**src/rtl/usb_rx_destuff_pkg.sv**
```systemverilog
// Shared definitions for the full-speed USB receive front end:
// line-state codes, receiver FSM states, default parameters and a width helper.
package usb_rx_destuff_pkg;

    typedef enum logic [1:0] {
        LS_SE0 = 2'b00,
        LS_K   = 2'b01,
        LS_J   = 2'b10,
        LS_SE1 = 2'b11
    } line_state_e;

    typedef enum logic [2:0] {
        ST_IDLE = 3'd0,
        ST_SYNC = 3'd1,
        ST_DATA = 3'd2,
        ST_EOP  = 3'd3,
        ST_ERR  = 3'd4
    } rx_state_e;

    localparam int SYNC_MIN_ZEROS_DEF = 5;
    localparam int STUFF_LEN_DEF      = 6;

    // Bits needed to hold the value itself (not value-1), minimum 1.
    function automatic int clogb2(input int value);
        int w;
        w = 1;
        while ((1 << w) <= value) w++;
        return w;
    endfunction

endpackage

```
**src/rtl/usb_rx_destuff_nrzi_dec.sv**
```systemverilog
// Line-state classifier and NRZI decoder; holds the last J/K seen on the bus.
// Decoded bit and strobe are combinational on the current sample.
module usb_rx_destuff_nrzi_dec
    import usb_rx_destuff_pkg::*;
(
    input  logic        clk_i,
    input  logic        rst_n_i,
    input  logic        sample_i,
    input  logic        dp_i,
    input  logic        dm_i,
    output line_state_e line_o,
    output logic        bit_o,
    output logic        stb_o
);

    line_state_e prev_q, prev_d;

    assign line_o = line_state_e'({dp_i, dm_i});
    assign bit_o  = (line_o == prev_q);
    assign stb_o  = sample_i;

    always_comb begin
        prev_d = prev_q;
        if (sample_i && (line_o == LS_J || line_o == LS_K))
            prev_d = line_o;
    end

    always_ff @(posedge clk_i or negedge rst_n_i) begin
        if (!rst_n_i)
            prev_q <= LS_J;
        else
            prev_q <= prev_d;
    end

endmodule

```
**src/rtl/usb_rx_destuff.sv**
```systemverilog
// Full-speed USB receiver: SYNC detect, bit-unstuffing, LSB-first byte assembly, EOP detect.
// Optional macro USB_RX_STUFF_CHECK_EN turns a missing stuffed 0 into a receive error.
//
//  state | meaning
//  IDLE  | bus idle, waiting for the first K of SYNC
//  SYNC  | counting SYNC zeros, waiting for the closing 1
//  DATA  | unstuffing and assembling bytes
//  EOP   | SE0 seen, waiting for J
//  ERR   | error; leave only on SE0 followed by J
module usb_rx_destuff
    import usb_rx_destuff_pkg::*;
#(
    parameter int SYNC_MIN_ZEROS = SYNC_MIN_ZEROS_DEF,
    parameter int STUFF_LEN      = STUFF_LEN_DEF
) (
    input  logic       iCLOCK,
    input  logic       iRESET_n,
    input  logic       iSAMPLE,
    input  logic       iDP,
    input  logic       iDM,
    output logic [7:0] oDATA,
    output logic       oDATA_VALID,
    output logic       oRX_ACTIVE,
    output logic       oEOP,
    output logic       oERROR
);

    localparam int ZW = clogb2(SYNC_MIN_ZEROS);
    localparam int OW = clogb2(STUFF_LEN);
    localparam logic [ZW-1:0] ZERO_MIN = ZW'(SYNC_MIN_ZEROS);
    localparam logic [OW-1:0] ONES_MAX = OW'(STUFF_LEN);

    line_state_e line;
    logic        dec_bit;
    logic        dec_stb;

    rx_state_e       state_q, state_d;
    logic [ZW-1:0]   zero_q, zero_d;
    logic [OW-1:0]   ones_q, ones_d;
    logic [2:0]      bit_cnt_q, bit_cnt_d;
    logic [6:0]      shreg_q, shreg_d;
    logic            se0_seen_q, se0_seen_d;
    logic [7:0]      data_q, data_d;
    logic            valid_q, valid_d;
    logic            active_q, active_d;
    logic            eop_q, eop_d;
    logic            err_q, err_d;

    usb_rx_destuff_nrzi_dec u_nrzi (
        .clk_i    (iCLOCK),
        .rst_n_i  (iRESET_n),
        .sample_i (iSAMPLE),
        .dp_i     (iDP),
        .dm_i     (iDM),
        .line_o   (line),
        .bit_o    (dec_bit),
        .stb_o    (dec_stb)
    );

    always_comb begin
        state_d    = state_q;
        zero_d     = zero_q;
        ones_d     = ones_q;
        bit_cnt_d  = bit_cnt_q;
        shreg_d    = shreg_q;
        se0_seen_d = se0_seen_q;
        data_d     = data_q;
        active_d   = active_q;
        valid_d    = 1'b0;
        eop_d      = 1'b0;
        err_d      = 1'b0;
        if (dec_stb) begin
            case (state_q)
                ST_IDLE: begin
                    if (line == LS_K) begin
                        state_d = ST_SYNC;
                        zero_d  = ZW'(1);
                    end
                end
                ST_SYNC: begin
                    case (line)
                        LS_SE0: state_d = ST_IDLE;
                        LS_SE1: begin
                            state_d = ST_ERR;
                            err_d   = 1'b1;
                        end
                        default: begin
                            if (!dec_bit) begin
                                if (zero_q != ZERO_MIN) zero_d = zero_q + ZW'(1);
                            end else if (zero_q >= ZERO_MIN) begin
                                state_d   = ST_DATA;
                                active_d  = 1'b1;
                                ones_d    = OW'(1);
                                bit_cnt_d = 3'd0;
                            end else begin
                                state_d = ST_ERR;
                                err_d   = 1'b1;
                            end
                        end
                    endcase
                end
                ST_DATA: begin
                    case (line)
                        LS_SE0: state_d = ST_EOP;
                        LS_SE1: begin
                            state_d  = ST_ERR;
                            active_d = 1'b0;
                            err_d    = 1'b1;
                        end
                        default: begin
                            if (ones_q == ONES_MAX && !dec_bit) begin
                                ones_d = '0;
`ifdef USB_RX_STUFF_CHECK_EN
                            end else if (ones_q == ONES_MAX) begin
                                state_d  = ST_ERR;
                                active_d = 1'b0;
                                err_d    = 1'b1;
`endif
                            end else begin
                                shreg_d   = {dec_bit, shreg_q[6:1]};
                                bit_cnt_d = bit_cnt_q + 3'd1;
                                // Without the stuff check the counter parks at the limit.
                                if (!dec_bit)
                                    ones_d = '0;
                                else if (ones_q != ONES_MAX)
                                    ones_d = ones_q + OW'(1);
                                if (bit_cnt_q == 3'd7) begin
                                    data_d  = {dec_bit, shreg_q};
                                    valid_d = 1'b1;
                                end
                            end
                        end
                    endcase
                end
                ST_EOP: begin
                    case (line)
                        LS_SE0: state_d = ST_EOP;
                        LS_J: begin
                            state_d  = ST_IDLE;
                            active_d = 1'b0;
                            if (bit_cnt_q == 3'd0) eop_d = 1'b1;
                            else                   err_d = 1'b1;
                        end
                        default: begin
                            state_d  = ST_ERR;
                            active_d = 1'b0;
                            err_d    = 1'b1;
                        end
                    endcase
                end
                ST_ERR: begin
                    active_d = 1'b0;
                    if (line == LS_SE0) begin
                        se0_seen_d = 1'b1;
                    end else if (line == LS_J && se0_seen_q) begin
                        state_d    = ST_IDLE;
                        se0_seen_d = 1'b0;
                    end else begin
                        se0_seen_d = 1'b0;
                    end
                end
                default: state_d = ST_IDLE;
            endcase
        end
    end

    always_ff @(posedge iCLOCK or negedge iRESET_n) begin
        if (!iRESET_n) begin
            state_q    <= ST_IDLE;
            zero_q     <= '0;
            ones_q     <= '0;
            bit_cnt_q  <= '0;
            shreg_q    <= '0;
            se0_seen_q <= 1'b0;
            data_q     <= '0;
            valid_q    <= 1'b0;
            active_q   <= 1'b0;
            eop_q      <= 1'b0;
            err_q      <= 1'b0;
        end else begin
            state_q    <= state_d;
            zero_q     <= zero_d;
            ones_q     <= ones_d;
            bit_cnt_q  <= bit_cnt_d;
            shreg_q    <= shreg_d;
            se0_seen_q <= se0_seen_d;
            data_q     <= data_d;
            valid_q    <= valid_d;
            active_q   <= active_d;
            eop_q      <= eop_d;
            err_q      <= err_d;
        end
    end

    assign oDATA       = data_q;
    assign oDATA_VALID = valid_q;
    assign oRX_ACTIVE  = active_q;
    assign oEOP        = eop_q;
    assign oERROR      = err_q;

endmodule

```
**config.mk**
```make
export PLATFORM = sky130hd
export DESIGN_NAME = usb_rx_destuff
export DESIGN_NICKNAME = d
export VERILOG_FILES = /design/src/rtl/usb_rx_destuff_pkg.sv /design/src/rtl/usb_rx_destuff_nrzi_dec.sv /design/src/rtl/usb_rx_destuff.sv
export SDC_FILE = /design/constraint.sdc
export NUM_CORES = 1
export LEC_CHECK = 0
export ABC_CLOCK_PERIOD_IN_PS = 3500
export CORE_AREA = 2 2 75 77
export DETAILED_ROUTE_END_ITERATION = 7
export DIE_AREA = 0 0 77 79
export DONT_BUFFER_PORTS = 1
export GPL_TIMING_DRIVEN = 0
export SKIP_CTS_REPAIR_TIMING = 1
export SLEW_MARGIN = 5
export SYNTH_ARGS = -nofsm -noshare
export SYNTH_HDL_FRONTEND = slang
export SYNTH_HIERARCHICAL = 1
export SYNTH_SLANG_ARGS = --single-unit
export TNS_END_PERCENT = 5
```
**constraint.sdc**
```tcl
create_clock -name iCLOCK -period 3.5 [get_ports iCLOCK]
set_input_delay 0.7 -clock iCLOCK [delete_from_list [all_inputs] [get_ports iCLOCK]]
set_output_delay 0.7 -clock iCLOCK [all_outputs]
set_load 0.1 [all_outputs]
```
==> results by group, run 1 <==
Route
  • Via/cell ratio: 5.09
  • Drt wl/cell: 13.8 um
  • Via Count: 1292
  • ANT nets after route: 0
  • Post-route DRC: 0
  • DR iter-0 viols: 59
  • WL final: 3490 um
  • 1st-pass router iterations: 5

Die
  • Core region area: 5340 um^2
  • Initial core utilization: 0.359
  • Die width: 77 um
  • Die Area: 6080 um^2
  • FP Rows: 27
  • I/O Pins: 17
  • Die Y-Extent: 79 um

STA
  • RSZ-0062 raised after global routing: false
  • Fin. Hold Viols: 0
  • Max Clock Skew: 6.10 ps
  • Max_slew headroom: 0.394
  • Final worst path period need: 2390 ps
  • Worst slew pin tran: 909 ps
  • Total negative slack: 0 ps
  • Crit share post-route: 0.683
  • Setup-failing EPs final: 0
  • Fin. max-slew vios: 0
  • FMAX: 0.418 GHz

Critical path
  • Critical path arrival: 2560 ps
  • Reg2Reg Launch Point: u_nrzi/prev_q[1]$_DFFE_PN1P_
  • Origin of the worst setup path: iDM
  • Max stage delay cell, worst path: or4b_1
  • Critical path fanouts, max: 10
  • CP endpoint kind: flop
  • Crit path kind: in2reg
  • Crit start category: input port
  • Delay-heaviest family, CP: simple AND/OR/NAND/NOR gates
  • Worst path max stage delay: 550 ps
  • Number of buffers and inverters on the critical path: 3
  • Worst EP required: 3670 ps
  • Crit-path cells: buf_4 > inv_1 > ha_1 > clkbuf_1 > or4b_1 > o311ai_1 > a21oi_1 > mux2_1

Yosys
  • Commonest cells in the netlist: dfrtp_1, nand2_1, inv_1
  • Synth top area cells: dfrtp_1, ha_1, mux2_1, mux2_2, a21oi_1
  • Synth Flop Type: dfrtp_1
  • Mapped Nets: 191
  • Post-synth cell types: 47
  • Cell with the most instances after synthesis: dfrtp_1
  • Avg Inst Size Synth: 10.9 um^2
  • Gate Count Post-Synth: 175
  • Yosys warns: 6
  • Sequential element share of the synthesized area: 0.445
  • Synthesized area: 1920 um^2
  • Share of the synthesized area in the top cell type: 0.431
  • Async SR Flop Fraction: 1.00
  • Post-synthesis register bit count: 34
  • Post-synth EDFFs: 0
  • Cell taking the most area after synthesis: dfrtp_1

Status
  • Run status: complete, no violations

Final layout
  • # diodes: 0
  • P&R area growth vs syn: 10.6%
  • Post-layout nets: 198
  • Layout cells sized above 1: 0.170
  • Design area: 2120 um^2
  • Fin cells: 254

Global routing
  • GRT Util Overall: 0.124
  • Largest net degree at the start of global routing: 35
  • Grt ovf: 0
  • Via count of the first global-routing pass: 1241
  • Number of antenna violations at the first check in global routing: 0
  • First-pass GRT wire length: 5970 um

Clocking
  • CTS tree: done
  • Later-pin clock latency in the skew report: 290 ps
  • Inserted Clock Buffers: 5
  • Clock sinks: 34
  • Max clock buf depth: 2
  • Htree depth: 2
  • CTS root buffer: clkbuf_8
  • CTS clk-pin slew, worst paths: 70 ps

Power and ir drop
  • Leak pwr: 1.02 nW
  • Pwr dens: 642 nW/um^2
  • Peak supply drop: 0.000469 V

Placed design
  • Post-DP Area: 2010 um^2
  • Routability cong.: 0.798
  • Placed insts: 247
  • Hpwl dp: 2560 um
  • Buffers on Ports: 0

Run
  • Max cap viols: 0

Worst hold path
  • HP Class: in2async
==> cells in the final DEF, fill, tap and decap left out, types with 2 or more instances in the layout <==
master / netlist / routed
a21o_1: 2 / 2
xor2_1: 2 / 2
clkbuf_1: 4 / 4
o21ai_0: 4 / 4
o22ai_1: 2 / 2
dfrtp_1: 33 / 33
nor2b_1: 2 / 2
nand3b_1: 3 / 3
nor3b_1: 2 / 2
inv_1: 12 / 12
nand2_1: 13 / 13
nand2b_1: 4 / 4
mux2i_1: 3 / 3
nor2_1: 9 / 9
mux2_4: 3 / 3
nor3b_2: 2 / 2
ha_1: 11 / 11
a21oi_1: 11 / 11
nand4_1: 2 / 2
buf_4: 4 / 4
clkbuf_8: 0 / 6
o21ai_1: 4 / 4
mux2_1: 11 / 11
mux2_2: 8 / 8
==> layer usage <==
metal,wire length [um],track usage,share of wire
met2,1580,0.194,0.45
met5,0,0,0
met4,62,0.0482,0.018
met3,150,0.0375,0.043
met1,1710,0.163,0.49
==> sequential cells by signal, indices dropped and copies added, names as in the netlist <==
name / count
oDATA: 8
shreg_q: 7
bit_cnt_q: 3
ones_q: 3
state_q: 3
zero_q: 3
u_nrzi/prev_q: 2
oDATA_VALID: 1
oEOP: 1
oERROR: 1
oRX_ACTIVE: 1
se0_seen_q: 1
==> cells by family (layout without fill, tap and decap cells) <==
| group | after synthesis | in the layout | share of synthesized area |
|---|---|---|---|
| muxes | 25 | 25 | 0.151 |
| DFF | 34 | 34 | 0.445 |
| buffers and inverters | 21 | 28 | 0.0496 |
| adders and majority gates | 11 | 11 | 0.0718 |
| and+or+nand+nor | 46 | 46 | 0.138 |
| xor gates and xnor gates | 2 | 2 | 0.00915 |
| AOI/OAI and AO/OA | 36 | 36 | 0.136 |
==> report_power, final <==
group	switching (W)	total (W)	leakage, nW	internal [W]
logic	0.000221	0.000411	0.515	0.000191
registers	0.000120	0.000580	0.445	0.000461
clock network	0.000141	0.000368	0.0573	0.000228
==> metrics by stage <==
stage	util	hold slack [ps]	power [W]	setup WS [ps]
after detailed placement	0.376	406	0.00100	819
after CTS	0.397	89.3	0.00137	1120
after global routing	0.397	88.2	0.00144	1020
after global placement	0.376	406	0.000989	850
after floorplan	-	404	0.000912	1000
final	0.397	100	0.00136	1110
==> path summary, 6_finish.rpt <==
path | slack, ps | end | cells after the start
worst max-delay path | 1110 | ones_q[0]$_DFFE_PN0P_ | 8
worst min-delay path | 100 | zero_q[2]$_DFFE_PN0P_ | 0
worst max register to register | 1180 | ones_q[0]$_DFFE_PN0P_ | 7
worst min register to register | 490 | oDATA[0]$_DFFE_PN0P_ | 1
max in group asynchronous | 3220 | u_nrzi/prev_q[1]$_DFFE_PN1P_ | 0
min in group iCLOCK | 460 | u_nrzi/prev_q[1]$_DFFE_PN1P_ | 1
==> layout make-up <==
cell class | instances | area, um^2
Fill cell | 554 | 3220
Multi-Input combinational cell | 120 | 968
Sequential cell | 34 | 852
Tap cell | 72 | 90.1
Clock buffer | 6 | 82.6
Buffer | 9 | 50.0
Inverter | 12 | 45.0
Clock inverter | 1 | 30.0
Note: power is estimated with default switching activity, not from simulation.
==> run 2: changes to the inputs <==
--- a/config.mk
+++ b/config.mk
@@ -5,7 +5,7 @@
 export SDC_FILE = /design/constraint.sdc
 export NUM_CORES = 1
 export LEC_CHECK = 0
-export ABC_CLOCK_PERIOD_IN_PS = 3500
+export ABC_CLOCK_PERIOD_IN_PS = 2100
 export CORE_AREA = 2 2 75 77
 export DETAILED_ROUTE_END_ITERATION = 7
 export DIE_AREA = 0 0 77 79
==> constraint.sdc (replaced) <==
create_clock -name iCLOCK -period 2.1 [get_ports iCLOCK]
set_input_delay 0.42 -clock iCLOCK [delete_from_list [all_inputs] [get_ports iCLOCK]]
set_output_delay 0.42 -clock iCLOCK [all_outputs]
set_load 0.1 [all_outputs]
==> run 2 against run 1 <==
  * Register-to-register slack worse by 1100 ps
  * Total power is 70% higher
  * Sequential power is 67% higher
  * Core utilization is 1.3 points higher
  * Via count is 1.8% lower
  * Non-clock buffer count is 2 higher
  * Critical endpoint is now oDATA[1]$_DFFE_PN0P_
  * Largest cell class unchanged
==> results by group, run 2 (synthesis results as in run 1) <==
Status
  • Run status: complete, no violations

Final layout
  • Layout cells sized above 1: 0.200
  • Post-layout util: 0.410
  • Fill cell count: 557
  • Commonest non-fill, non-tap cell in the layout: dfrtp_1
  • Most frequent cells in the layout: dfrtp_1, nand2_1, inv_1
  • Post-layout nets: 200
  • P&R area growth vs syn: 14.3%
  • Max reg flops: 8
  • # diodes: 0

Die
  • FP Rows: 27
  • Core region area: 5340 um^2
  • Die Y-Extent: 79 um
  • Initial core utilization: 0.359
  • I/O Pins: 17
  • Die Area: 6080 um^2
  • Die width: 77 um

Route
  • WL final: 3430 um
  • DR iter-0 viols: 26
  • Via Count: 1269
  • Post-route DRC: 0
  • Drt wl/cell: 13.3 um
  • Via/cell ratio: 4.94
  • ANT nets after route: 0
  • 1st-pass router iterations: 3

STA
  • Final worst path period need: 1980 ps
  • Max Clock Skew: 5.03 ps
  • Worst slew pin tran: 910 ps
  • Fin. Hold Viols: 0
  • Setup-failing EPs final: 0
  • Crit share post-route: 0.944
  • Max_slew headroom: 0.393
  • RSZ-0062 raised after global routing: false
  • Fin. max-slew vios: 0
  • FMAX: 0.504 GHz
  • Worst hold margin: 186 ps

Placed design
  • Hpwl dp: 2460 um
  • Buffers on Ports: 0
  • Routability cong.: 0.758

Power and ir drop
  • Peak supply drop: 0.000503 V
  • Leak pwr: 1.05 nW
  • Pwr dens: 1060 nW/um^2

Global routing
  • GRT busiest layer: met2
  • Met1 usage: 0.173
  • Met3 usage: 0.0386
  • Met2 GRT Util: 0.197
  • Largest net degree at the start of global routing: 35
  • GRT Util Overall: 0.129
  • First-pass GRT wire length: 6240 um
  • Number of antenna violations at the first check in global routing: 0
  • Grt ovf: 0
  • Via count of the first global-routing pass: 1293

Critical path
  • CP endpoint kind: flop
  • Crit path kind: reg2reg
  • Worst EP required: 2260 ps
  • Critical path arrival: 2150 ps
  • Critical path fanouts, max: 10
  • Crit start category: flop

Clocking
  • CTS clk-pin slew, worst paths: 70 ps
  • Inserted Clock Buffers: 5
  • Htree depth: 2
  • CTS root buffer: clkbuf_8
  • Max clock buf depth: 2
  • Later-pin clock latency in the skew report: 290 ps
  • Clock sinks: 34
  • CTS tree: done

Run
  • Max cap viols: 0

Worst hold path
  • HP Class: in2reg
run 2: metal layers:
| metal | vias to the layer above | wire length (um) |
|---|---|---|
| li1 | 630 | - |
| met1 | 619 | 1710 |
| met2 | 15 | 1550 |
| met3 | 5 | 111 |
| met4 | 0 | 61 |
| met5 | - | 0 |
run 2: final timing paths:
check                      slack, ps                           end                          from  depth (start not counted)
max in group asynchronous       1270  u_nrzi/prev_q[1]$_DFFE_PN1P_                      iRESET_n                          2
max reg2reg                      120          oDATA[1]$_DFFE_PN0P_  u_nrzi/prev_q[1]$_DFFE_PN1P_                          7
min reg2reg                      500  u_nrzi/prev_q[1]$_DFFE_PN1P_  u_nrzi/prev_q[1]$_DFFE_PN1P_                          2
min                              190  u_nrzi/prev_q[1]$_DFFE_PN1P_                           iDM                          1
min in group asynchronous        560        state_q[0]$_DFFE_PN0P_                      iRESET_n                          2
max                              120          oDATA[1]$_DFFE_PN0P_  u_nrzi/prev_q[1]$_DFFE_PN1P_                          7
run 2: worst max-delay path, cell delays in order, from the launching register on:
cell and delay [ps]:
dfstp_2 550, xor2_1 140, nor2_1 60, buf_2 180
o2111a_1 260, buf_4 180, nand2_4 140, mux2_1 350
run 2: where the power goes:
group          internal [W]  switching (W)  leakage (nW)
registers          0.000767       0.000202         0.445
logic              0.000337       0.000385         0.543
clock network      0.000387       0.000237        0.0585
run 2: stage by stage:
| stage | cells | setup TNS (ps) | area [um^2] | power [W] | worst slack, ps |
|---|---|---|---|---|---|
| final | 257 | 0 | 2190 | 0.00231 | 118 |
| after global routing | 257 | 0 | 2190 | 0.00250 | 2.12 |
| after CTS | 255 | -211 | 2160 | 0.00232 | -50.2 |
| after detailed placement | 247 | -150 | 2040 | 0.00169 | -46.4 |
| after global placement | 247 | -69.0 | 2040 | 0.00168 | -36.2 |
| after floorplan | 175 | 0 | 1950 | 0.00155 | 25.6 |
run 2: cell type report:
cell class | instances | area, um^2 | area share
Clock buffer | 7 | 86.3 | 0.0394
Sequential cell | 34 | 852 | 0.389
Tap cell | 72 | 90.1 | 0.0411
Timing Repair Buffer | 2 | 30.0 | 0.0137
Inverter | 12 | 45.0 | 0.0206
Clock inverter | 1 | 30.0 | 0.0137
Multi-Input combinational cell | 120 | 995 | 0.454
Buffer | 9 | 61.3 | 0.0280
==> run 3: changes to the inputs <==
--- a/config.mk
+++ b/config.mk
@@ -11,6 +11,7 @@
 export DIE_AREA = 0 0 77 79
 export DONT_BUFFER_PORTS = 1
 export GPL_TIMING_DRIVEN = 0
+export HOLD_SLACK_MARGIN = 0.03
 export SKIP_CTS_REPAIR_TIMING = 1
 export SLEW_MARGIN = 5
 export SYNTH_ARGS = -nofsm -noshare
==> results of run 3 <==
The final DEF is identical to that of run 2; final timing and power are the same.
